## src/rtl/issue_scoreboard.sv

```systemverilog
// Dual-issue hazard scheduler: per-GPR and HI/LO forwarding countdowns,
// intra-bundle dependency checks and the divider occupancy counter.
module issue_scoreboard #(
  parameter int unsigned LAT_ALU  = 0,
  parameter int unsigned LAT_LATE = 2,
  parameter int unsigned LAT_MULT = 1,
  parameter int unsigned DIV_CYC  = 32
) (
  input  logic        clk,
  input  logic        resetn,
  input  logic        flush,
  input  logic        stall_in,
  input  logic [1:0]  valid,
  input  logic [19:0] src_addr,
  input  logic [3:0]  src_use,
  input  logic [9:0]  dst_addr,
  input  logic [1:0]  dst_we,
  input  logic [1:0]  dst_late,
  input  logic [1:0]  hilo_rd,
  input  logic [1:0]  hilo_wr,
  input  logic [1:0]  is_div,
  output logic [1:0]  issue,
  output logic        hilo_busy,
  output logic        div_start
);

  localparam logic [1:0] CNT_ALU  = 2'(LAT_ALU + 1);
  localparam logic [1:0] CNT_LATE = 2'(LAT_LATE + 1);
  localparam logic [1:0] CNT_MULT = 2'(LAT_MULT + 1);
  localparam logic [5:0] DIV_LOAD = 6'(DIV_CYC);

  logic [1:0]  cnt_r      [32];
  logic [1:0]  cnt_nxt_s  [32];
  logic [1:0]  hl_cnt_r;
  logic [1:0]  hl_cnt_nxt_s;
  logic [5:0]  div_cnt_r;
  logic [5:0]  div_cnt_nxt_s;

  logic [4:0]  src_s [4];
  logic [4:0]  dst_s [2];
  logic [31:0] gpr_busy_s;
  logic        hl_haz_s;
  logic [1:0]  touch_hl_s;
  logic [1:0]  slot_clear_s;
  logic        dep_s;
  logic        ok0_s;
  logic        ok1_s;
  logic        hl_write_s;

  // Issue decision. A count of 1 means the producer sits in execute and its
  // result is already reachable through the bypass, so only counts above 1 stall.
  always_comb begin
    for (int i = 0; i < 4; i++) begin
      src_s[i] = src_addr[5*i +: 5];
    end
    dst_s[0] = dst_addr[4:0];
    dst_s[1] = dst_addr[9:5];

    gpr_busy_s[0] = 1'b0;
    for (int r = 1; r < 32; r++) begin
      gpr_busy_s[r] = (cnt_r[r] > 2'd1);
    end
    hl_haz_s = (hl_cnt_r > 2'd1) || (div_cnt_r != 6'd0);

    for (int k = 0; k < 2; k++) begin
      touch_hl_s[k]   = hilo_rd[k] || hilo_wr[k] || is_div[k];
      slot_clear_s[k] = !(src_use[2*k]   && gpr_busy_s[src_s[2*k]])
                     && !(src_use[2*k+1] && gpr_busy_s[src_s[2*k+1]])
                     && !(touch_hl_s[k]  && hl_haz_s);
    end

    dep_s = dst_we[0] && (dst_s[0] != 5'd0)
         && ((src_use[2] && (src_s[2] == dst_s[0])) ||
             (src_use[3] && (src_s[3] == dst_s[0])));

    ok0_s = valid[0] && !stall_in && !flush && slot_clear_s[0];
    ok1_s = ok0_s && valid[1] && slot_clear_s[1] && !dep_s
         && !(touch_hl_s[0] && touch_hl_s[1]) && !is_div[1];

    issue     = {ok1_s, ok0_s};
    div_start = ok0_s && is_div[0];
  end

  // Next-state of all countdowns; slot1 assignments come last so the younger writer wins.
  always_comb begin
    for (int r = 0; r < 32; r++) begin
      if (!stall_in && (cnt_r[r] != 2'd0)) begin
        cnt_nxt_s[r] = cnt_r[r] - 2'd1;
      end else begin
        cnt_nxt_s[r] = cnt_r[r];
      end
      for (int k = 0; k < 2; k++) begin
        if (issue[k] && dst_we[k] && (dst_s[k] == 5'(r))) begin
          cnt_nxt_s[r] = dst_late[k] ? CNT_LATE : CNT_ALU;
        end else begin
          cnt_nxt_s[r] = cnt_nxt_s[r];
        end
      end
    end
    cnt_nxt_s[0] = 2'd0;

    hl_write_s = (issue[0] && hilo_wr[0]) || (issue[1] && hilo_wr[1]);
    if (hl_write_s) begin
      hl_cnt_nxt_s = CNT_MULT;
    end else if (hl_cnt_r != 2'd0) begin
      hl_cnt_nxt_s = hl_cnt_r - 2'd1;
    end else begin
      hl_cnt_nxt_s = hl_cnt_r;
    end

    if (div_start) begin
      div_cnt_nxt_s = DIV_LOAD;
    end else if (div_cnt_r != 6'd0) begin
      div_cnt_nxt_s = div_cnt_r - 6'd1;
    end else begin
      div_cnt_nxt_s = div_cnt_r;
    end
  end

  // State registers; flush kills every in-flight producer including the divider.
  always_ff @(posedge clk or negedge resetn) begin
    if (!resetn) begin
      for (int r = 0; r < 32; r++) begin
        cnt_r[r] <= 2'd0;
      end
      hl_cnt_r  <= 2'd0;
      div_cnt_r <= 6'd0;
      hilo_busy <= 1'b0;
    end else if (flush) begin
      for (int r = 0; r < 32; r++) begin
        cnt_r[r] <= 2'd0;
      end
      hl_cnt_r  <= 2'd0;
      div_cnt_r <= 6'd0;
      hilo_busy <= 1'b0;
    end else begin
      for (int r = 0; r < 32; r++) begin
        cnt_r[r] <= cnt_nxt_s[r];
      end
      hl_cnt_r  <= hl_cnt_nxt_s;
      div_cnt_r <= div_cnt_nxt_s;
      hilo_busy <= (div_cnt_nxt_s != 6'd0);
    end
  end

endmodule
```

## config.mk

```make
export PLATFORM = sky130hd
export DESIGN_NAME = issue_scoreboard
export DESIGN_NICKNAME = d
export VERILOG_FILES = /design/src/rtl/issue_scoreboard.sv
export SDC_FILE = /design/constraint.sdc
export NUM_CORES = 1
export LEC_CHECK = 0
export CAP_MARGIN = 20
export CORE_MARGIN = 3
export CORE_UTILIZATION = 55
export DETAILED_ROUTE_END_ITERATION = 10
export PLACE_DENSITY = 0.78
export SYNTH_ARGS = -nofsm -noshare
export SYNTH_HDL_FRONTEND = slang
export SYNTH_SLANG_ARGS = --single-unit
```

## constraint.sdc

```tcl
create_clock -name clk -period 5.9 [get_ports clk]
set_input_delay 1.77 -clock clk [delete_from_list [all_inputs] [get_ports clk]]
set_output_delay 1.77 -clock clk [all_outputs]
set_load 0.05 [all_outputs]
```

* Word level (Yosys, flattened, before mapping)
Index checks and enable logic that the tools add are counted.
** Storage, ports and cells
- Flip-flop bits (word level) :: 71
- Logic and storage cells :: 484
- Input bits :: 50
** Operators by class
- Mux-type cells :: 111
- Reduce and logical (&&, ||, !) cells :: 206
- Order comparisons :: 36
- Equality and inequality tests :: 64
- $add $sub $neg :: 33
** Operators by type and width (number)
- two-way mux 2 bit :: 98
- equality test 5 bit (second input constant) :: 32
- nonzero test 4 bit :: 31
- logical AND 1 bit :: 121
- equality test 5 x 4 -> 1 bit (second input constant) :: 16
- greater-than comparator 2 x 1 -> 1 bit (second input constant) :: 32
- nonzero test 2 bit :: 32
- subtractor 2 x 1 -> 2 bit (second input constant) :: 32
- two-way mux 62 bit :: 1
- equality test 5 x 3 -> 1 bit (second input constant) :: 8
- less-than comparator 5 x 6 -> 1 bit (second input constant) :: 4
- binary-select mux 1 bit (select 5 bit) :: 4
- equality test 5 x 2 -> 1 bit (second input constant) :: 4
- two-way mux 6 bit :: 3
- nonzero test 6 bit :: 2
- logical NOT 1 bit :: 11
- equality test 5 x 1 -> 1 bit (second input constant) :: 2
- equality test 5 bit :: 2
- logical OR 1 bit :: 7
- subtractor 6 x 1 -> 6 bit (second input constant) :: 1
- two-way mux 1 bit :: 5
- nonzero test 5 bit :: 1
- nonzero test 3 bit :: 1

* Longest topological paths before layout
Gate-level depths: netlist of the first run.
- Depth in word-level cells :: 17
- Gate-level depth with buffers :: 12

* Worst setup path before layout of the first run
OpenSTA, ideal clock, no wires.
- Kind :: input-to-output
- From :: in src_addr[0]
- To :: out issue[0]
- Slack :: 65 ps
- Arrival time :: 4065 ps
- Required time :: 4130 ps
- Stages :: 10
- Cells stage by stage :: buf_4 > inv_2 > mux4_2 > mux2i_1 > o22ai_1 > nor4b_2 > nand2_1 > inv_1 > clkbuf_1 > buf_4
** On the way
- Word-level cells in the longest chain between the ends :: 7
** Ends and longest elaborated chain
- start, declared :: line 14 : input logic [19:0] src_addr,
- binary-select mux 1 bit (select 5 bit) :: line 67 : slot_clear_s[k] = !(src_use[2*k] && gpr_busy_s[src_s[2*k]])
- two-way mux 1 bit (implied by the code) :: line 67
- logical AND 1 bit :: line 67
- logical NOT 1 bit :: line 67
- logical AND 1 bit :: line 68 : && !(src_use[2*k+1] && gpr_busy_s[src_s[2*k+1]])
- logical AND 1 bit :: line 69 : && !(touch_hl_s[k] && hl_haz_s);
- logical AND 1 bit :: line 76 : ok0_s = valid[0] && !stall_in && !flush && slot_clear_s[0];
- end, declared :: line 22 : output logic [1:0] issue,
Every way passes these cells. The select of a mux whose other input is x is not followed.

* Worst setup path after layout of the first run
- From :: in src_addr[17]
- To :: out issue[1]
** On the way
- Word-level cells in the longest chain between the ends :: 10
- Elaborated cells between the ends (all ways) :: 15
- Classes of those cells :: eq/ne (1); mux (2); reduce/logical (12)
** Ends and longest elaborated chain
- binary-select mux 1 bit (select 5 bit) :: line 68
- two-way mux 1 bit (implied by the code) :: line 68
- logical AND 1 bit :: line 68
- logical NOT 1 bit :: line 68
- logical AND 1 bit :: line 68
- logical AND 1 bit :: line 69
- logical AND 1 bit :: line 77 : ok1_s = ok0_s && valid[1] && slot_clear_s[1] && !dep_s
- logical AND 1 bit (*) :: line 77
- logical AND 1 bit (*) (2 in series) :: line 78 : && !(touch_hl_s[0] && touch_hl_s[1]) && !is_div[1];
Every way passes the cells marked *; elsewhere a longest branch is shown, timed or not. The select of a mux whose other input is x is not followed.

==> flow_summary.ini, run 1 <==
[finish]
antenna_cells = 0
finalNetCount = 1092
drive_gt1_share_pct = 13.5
utilization_pct = 66.7
layout_common_cells = nor2_1, inv_1, dfrtp_1
fill_cells = 1152
area_growth_pct = 18.0
final_common_cell = nor2_1

[critical_path]
r2r_cells = 11
r2r_slack_ns = 2.08
worstPathMaxFanout = 6
crit_path_start = src_addr[17]
critPathCaptureType = primary output
reg2reg_from = cnt_r[15]
critPathLaunchType = input pin
worst-setup-path-type = in2out
worstPathRequired_ns = 4.13
critPathArrivalTime_ns = 4.11

[routing]
vias_per_cell = 6.55
antenna_left = 0
wire_per_inst_um = 21.6
drtPass1Iterations = 6
totalWireLength_mm = 25.0
drcViolationCount = 0
dr_total_vias = 7572
drt_iter0_drc = 1051

[synthesis]
yosys_warnings = 0
ys_seq_elements = 71
syn-cell-area_um2 = 7540
synthAdderAreaFrac_pct = 11.0
yosysTopAreaCell = dfrtp_1
synth_top_area_share_pct = 23.6
ys_seq_area_share_pct = 23.6
synthMuxAreaShare_pct = 8.98
synth_area_per_cell_um2 = 8.28
synth_simple_gate_area_share_pct = 26.8
synth.net_count = 1027
synth_cell_type_count = 74
synth.area.top_cells = dfrtp_1, ha_1, mux4_2, xnor2_1, a21oi_1
synthFlopType = dfrtp_1
synth_edf_count = 0
synth_top_family_by_area = simple AND/OR/NAND/NOR gates
async_reset_ff_share_pct = 100
synth_cells = 911
synth_compound_area_share_pct = 17.0
synth_xor_area_share_pct = 5.46

[clock_network]
cts.sinks = 71
clock_path_buffers = 2
ctsHtreeMaxLevel = 3
cts_tree = built
root_buffer = clkbuf_16
clk_pin_slew_ns = 0.06
cts-buffers-inserted = 9
cts_hold_buf = 0
clock_latency_ns = 0.34

[pwr]
pwr-share-comb_pct = 45.3
power.switching_w = 0.000871
power_frac_clock_pct = 24.7
seq_power_share_pct = 30.0
cellPowerDensity_nw_per_um2 = 254
power_leakage_nw = 3.64
p_int_w = 0.00139
vdd_ir_drop_max_mv = 0.210
switching_share_pct = 38.5

[die]
dieArea_um2 = 15200
std_cell_rows = 42
io_pins = 54
chipHeight_um = 123
initial_core_util_pct = 56.5
core_area_um2 = 13300
dieWidth_um = 123

[timing]
max_freq_mhz = 170
finalHoldViolations = 0
setup-violations-final = 0
slew_violations = 0
layout_setup_ws_ns = 0.0209
worst_pin_slew_ns = 1.06
slew_headroom_pct = 29.4
min_period_over_period_pct = 99.6
period_needed_ns = 5.88
tns_ns = 0
clock_skew_ns = 0.00875

[grt]
grt_use_met3_pct = 6.59
antenna_found_initial = 0
grt_overflow = 0
gr-max-usage-layer = met2
met2_usage_pct = 50.6
grtUsageMet1_pct = 45.5
grt_first_pass_wirelength_mm = 37.8
grt_pass1_vias = 6942
track_usage_pct = 32.7
grt_max_degree = 72

[hold_path]
min_path_cells = 2
hold_class = reg2reg
hp-start = div_cnt_r[3]

[placement]
dpl.hpwl_mm = 18.2
dp_slack_ns = -0.236
gp_congestion = 0.992
port_buffers = 53

[run]
maxCapViolCount = 0

[status]
outcome = finished clean
-- synthesized netlist by cell type, drive strengths merged, types with 35 or more instances --
| cell type | number |
|---|---|
| a21oi | 61 |
| a31oi | 35 |
| clkbuf | 44 |
| dfrtp | 71 |
| ha | 66 |
| inv | 80 |
| nand2 | 39 |
| nand4 | 36 |
| nor2 | 80 |
| xnor2 | 45 |
-- final timing paths --
check                                     to
max in group asynchronous          cnt_r[45]
worst max register to register     cnt_r[19]
worst min-delay path            div_cnt_r[3]
worst min register to register  div_cnt_r[3]
min in group asynchronous          cnt_r[13]
worst max-delay path                issue[1]
-- per-layer routing --
layer | part of all wire (%) | routed length, µm
met5 | 0 | 0
met4 | 4.1 | 1020
met3 | 12 | 2980
met2 | 44 | 10900
met1 | 40 | 10000
-- power by group through the flow --
stage	clock (W)	sequential (W)	combinational, W
after floorplan	0	0.000665	0.000719
final	0.000559	0.000679	0.00103
after detailed placement	0	0.000683	0.000991
after global routing	0.000582	0.000693	0.00113
after global placement	0	0.000680	0.000961
after CTS	0.000562	0.000675	0.00101
-- state kept, by name, summed over array words and instances (netlist names) --
register / count
cnt_r: 62
hilo_busy: 1
div_cnt_r: 6
hl_cnt_r: 2
-- area by class of cell --
| type | instances | area, µm² | area share, % |
|---|---|---|---|
| Tap cell | 176 | 220 | 2.48 |
| Clock buffer | 12 | 256 | 2.88 |
| Timing Repair Buffer | 113 | 1010 | 11.4 |
| Sequential cell | 71 | 1780 | 20.0 |
| Clock inverter | 3 | 42.5 | 0.478 |
| Multi-Input combinational cell | 700 | 5290 | 59.4 |
| Inverter | 81 | 304 | 3.42 |
-- stage by stage --
step           hold WS, ns  area (µm²)  power, W  cells
3_3_place_gp         0.590        8500   0.00164   1137
3_5_place_dp         0.588        8500   0.00167   1137
6_report             0.608        8900   0.00226   1156
4_1_cts              0.607        8840   0.00224   1154
5_1_grt              0.649        8900   0.00241   1156
2_1_floorplan        0.568        7540   0.00138    911
-- worst max-delay path: stages --
cell	delay [ns]
clkdlybuf4s50_1	0.55
buf_4	0.19
mux4_2	0.49
a221o_1	0.40
nand4_1	0.18
nor3_4	0.08
buf_4	0.15
nand3_2	0.10
inv_2	0.05
buf_12	0.14
-- logic make-up after synthesis --
group | Yosys count
AND/OR/NAND/NOR | 351
AO/OA/AOI/OAI | 191
buffers and inverters | 140
flip-flops | 71
adder cells (fa/ha/maj) | 66
XOR/XNOR | 47
multiplexers | 45
-- what timing repair did --
item	4_1_cts	5_1_grt
pin swaps	3	2
setup endpoints to repair	3	3
resized for setup	9	10
setup buffers	2	1
Note: power is estimated with default switching activity, not from simulation.
==> run 2: changes to the inputs <==
--- a/config.mk
+++ b/config.mk
@@ -10,6 +10,7 @@
 export CORE_UTILIZATION = 55
 export DETAILED_ROUTE_END_ITERATION = 10
 export PLACE_DENSITY = 0.78
+export SLEW_MARGIN = 0
 export SYNTH_ARGS = -nofsm -noshare
 export SYNTH_HDL_FRONTEND = slang
 export SYNTH_SLANG_ARGS = --single-unit
==> constraint.sdc (replaced) <==
create_clock -name clk -period 5.3 [get_ports clk]
set_input_delay 1.59 -clock clk [delete_from_list [all_inputs] [get_ports clk]]
set_output_delay 1.59 -clock clk [all_outputs]
set_load 0.05 [all_outputs]
==> run 2 against run 1 <==
  * Setup slack better by 0.018 ns
  * Via count is 2.0% higher
  * Final area is 3.3% higher
  * Sequential cell count stayed put
  * Global-route usage up 1.6 points
  * Combinational power is 15% higher
  * Largest cell class unchanged
  * Highest routed layer unchanged
==> flow_summary.ini, run 2 (same netlist as run 1, synthesis figures left out) <==
[status]
outcome = finished clean

[die]
io_pins = 54
core_area_um2 = 13300
dieWidth_um = 123
std_cell_rows = 42
initial_core_util_pct = 56.5
chipHeight_um = 123
dieArea_um2 = 15200

[placement]
dpl.hpwl_mm = 19.1
dp_slack_ns = -0.377
place_area_um2 = 8680
gp_congestion = 0.976
port_buffers = 53

[critical_path]
reg2reg_to = cnt_r[7]
worstPathRequired_ns = 3.71
critPathArrivalTime_ns = 3.67
worst-setup-path-type = in2out
slowest_stage = clkdlybuf4s50_1
r2r_cells = 14
critPathCaptureType = primary output
path_cells = clkdlybuf4s50_1 -> buf_4 -> nor2b_1 -> a21oi_1 -> a221o_1 -> o2111ai_4 -> nor3_4 -> nand3_4 -> inv_2 -> buf_12
r2r_slack_ns = 1.63
reg2reg_from = cnt_r[5]
slowest_delay_ns = 0.46
worstPathMaxFanout = 6
critPathLaunchType = input pin

[hold_path]
hp-start = div_cnt_r[3]
whs_endpoint = div_cnt_r[3]
min_path_cells = 2
hold_class = reg2reg

[clock_network]
cts_tree = built
clk_pin_slew_ns = 0.06
root_buffer = clkbuf_16
clock_path_buffers = 2
cts.sinks = 71
clock_latency_ns = 0.35
cts_hold_buf = 0
cts-buffers-inserted = 9
ctsHtreeMaxLevel = 3

[grt]
track_usage_pct = 34.3
grt_overflow = 0
grt_pass1_vias = 7327
grt_first_pass_wirelength_mm = 39.5
grt_max_degree = 72
antenna_found_initial = 0

[finish]
design_area_um2 = 9190
area_growth_pct = 21.9
top_register = cnt_r
drive_gt1_share_pct = 17.1
fill_cells = 1134
largest_reg_flops = 62
largestRegisters = cnt_r (62), div_cnt_r (6), hl_cnt_r (2)
antenna_cells = 0
finalNetCount = 1117
layout_common_cells = nor2_1, buf_4, inv_1

[routing]
totalWireLength_mm = 25.8
antenna_left = 0
drcViolationCount = 0
drtPass1Iterations = 5
vias_per_cell = 6.53
dr_total_vias = 7722
drt_iter0_drc = 1091
wire_per_inst_um = 21.8

[run]
maxCapViolCount = 0

[timing]
finalHoldViolations = 0
slew_headroom_pct = 33.1
setup-violations-final = 0
layout_setup_ws_ns = 0.0393
slew_violations = 0
tns_ns = 0
max_freq_mhz = 190
period_needed_ns = 5.26
worst_pin_slew_ns = 1.00
min_period_over_period_pct = 99.3
clock_skew_ns = 0.0113

[pwr]
vdd_ir_drop_max_mv = 0.283
power_leakage_nw = 3.77
cellPowerDensity_nw_per_um2 = 279
p_total_w = 0.00256
[run 2: cell types whose count changed in the layout (fill, tap and decap cells not counted), moves of 3 or more]
cell,previous run,this run
buf_4,59,79
dlygate4sd2_1,2,5
buf_6,1,5
clkdlybuf4s50_1,42,38
[run 2: how the worst max path moves through the flow]
stage                      start        to  slack (ns)  cells after the start
floorplan           src_addr[16]  issue[1]        0.02                      9
global placement     src_addr[0]  issue[1]       -0.36                      9
detailed placement   src_addr[0]  issue[1]       -0.38                      9
CTS                 src_addr[10]  issue[1]       0.004                      9
global route         src_addr[2]  issue[0]      -0.008                     11
finish              src_addr[18]  issue[1]        0.04                     10
[run 2: area by class of cell]
| cell class | count | area [µm²] | share of cell area (%) |
|---|---|---|---|
| timing repair buffer | 138 | 1230 | 13.4 |
| multi-input combinational | 700 | 5360 | 58.3 |
| clock inverter | 6 | 70.1 | 0.762 |
| inverter | 81 | 304 | 3.31 |
| sequential | 71 | 1780 | 19.3 |
| clock buffer | 10 | 229 | 2.49 |
| tap | 176 | 220 | 2.40 |
[run 2: per-layer routing]
layer / up-vias / share of wire [%] / global-route usage [%]
met5: - / 0 / 0
met4: 0 / 3.8 / 14.5
met3: 83 / 11 / 6.27
met2: 494 / 45 / 53.7
met1: 3643 / 40 / 46.8
li1: 3502 / - / -
[run 2: stage by stage]
step	instances	hold slack (ns)	utilization (%)
2_1_floorplan	911	0.568	-
3_3_place_gp	1156	0.590	65.0
3_5_place_dp	1156	0.590	65.0
4_1_cts	1178	0.604	67.9
5_1_grt	1182	0.645	68.9
6_report	1182	0.604	68.9
[run 2: report_power, final]
group / internal, W / total, W / leakage, nW / switching (W)
Sequential: 0.000651 / 0.000759 / 0.962 / 0.000108
Clock: 0.000367 / 0.000619 / 0.135 / 0.000252
Combinational: 0.000534 / 0.00118 / 2.68 / 0.000648
Total: 0.00155 / 0.00256 / 3.77 / 0.00101
[run 2: critical path: cells and delay by family]
family / cells / cell delay (ns)
AOI/OAI and AO/OA: 3 / 0.61
and+or+nand+nor: 3 / 0.60
buffers and inverters: 4 / 0.86
[run 2: timing repair]
item | 4_1_cts | 5_1_grt
gates resized for setup | 23 | 23
pin swaps | 9 | 10
endpoints found under the setup margin | 3 | 3
cloned | 0 | 1
buffers inserted | 7 | 3
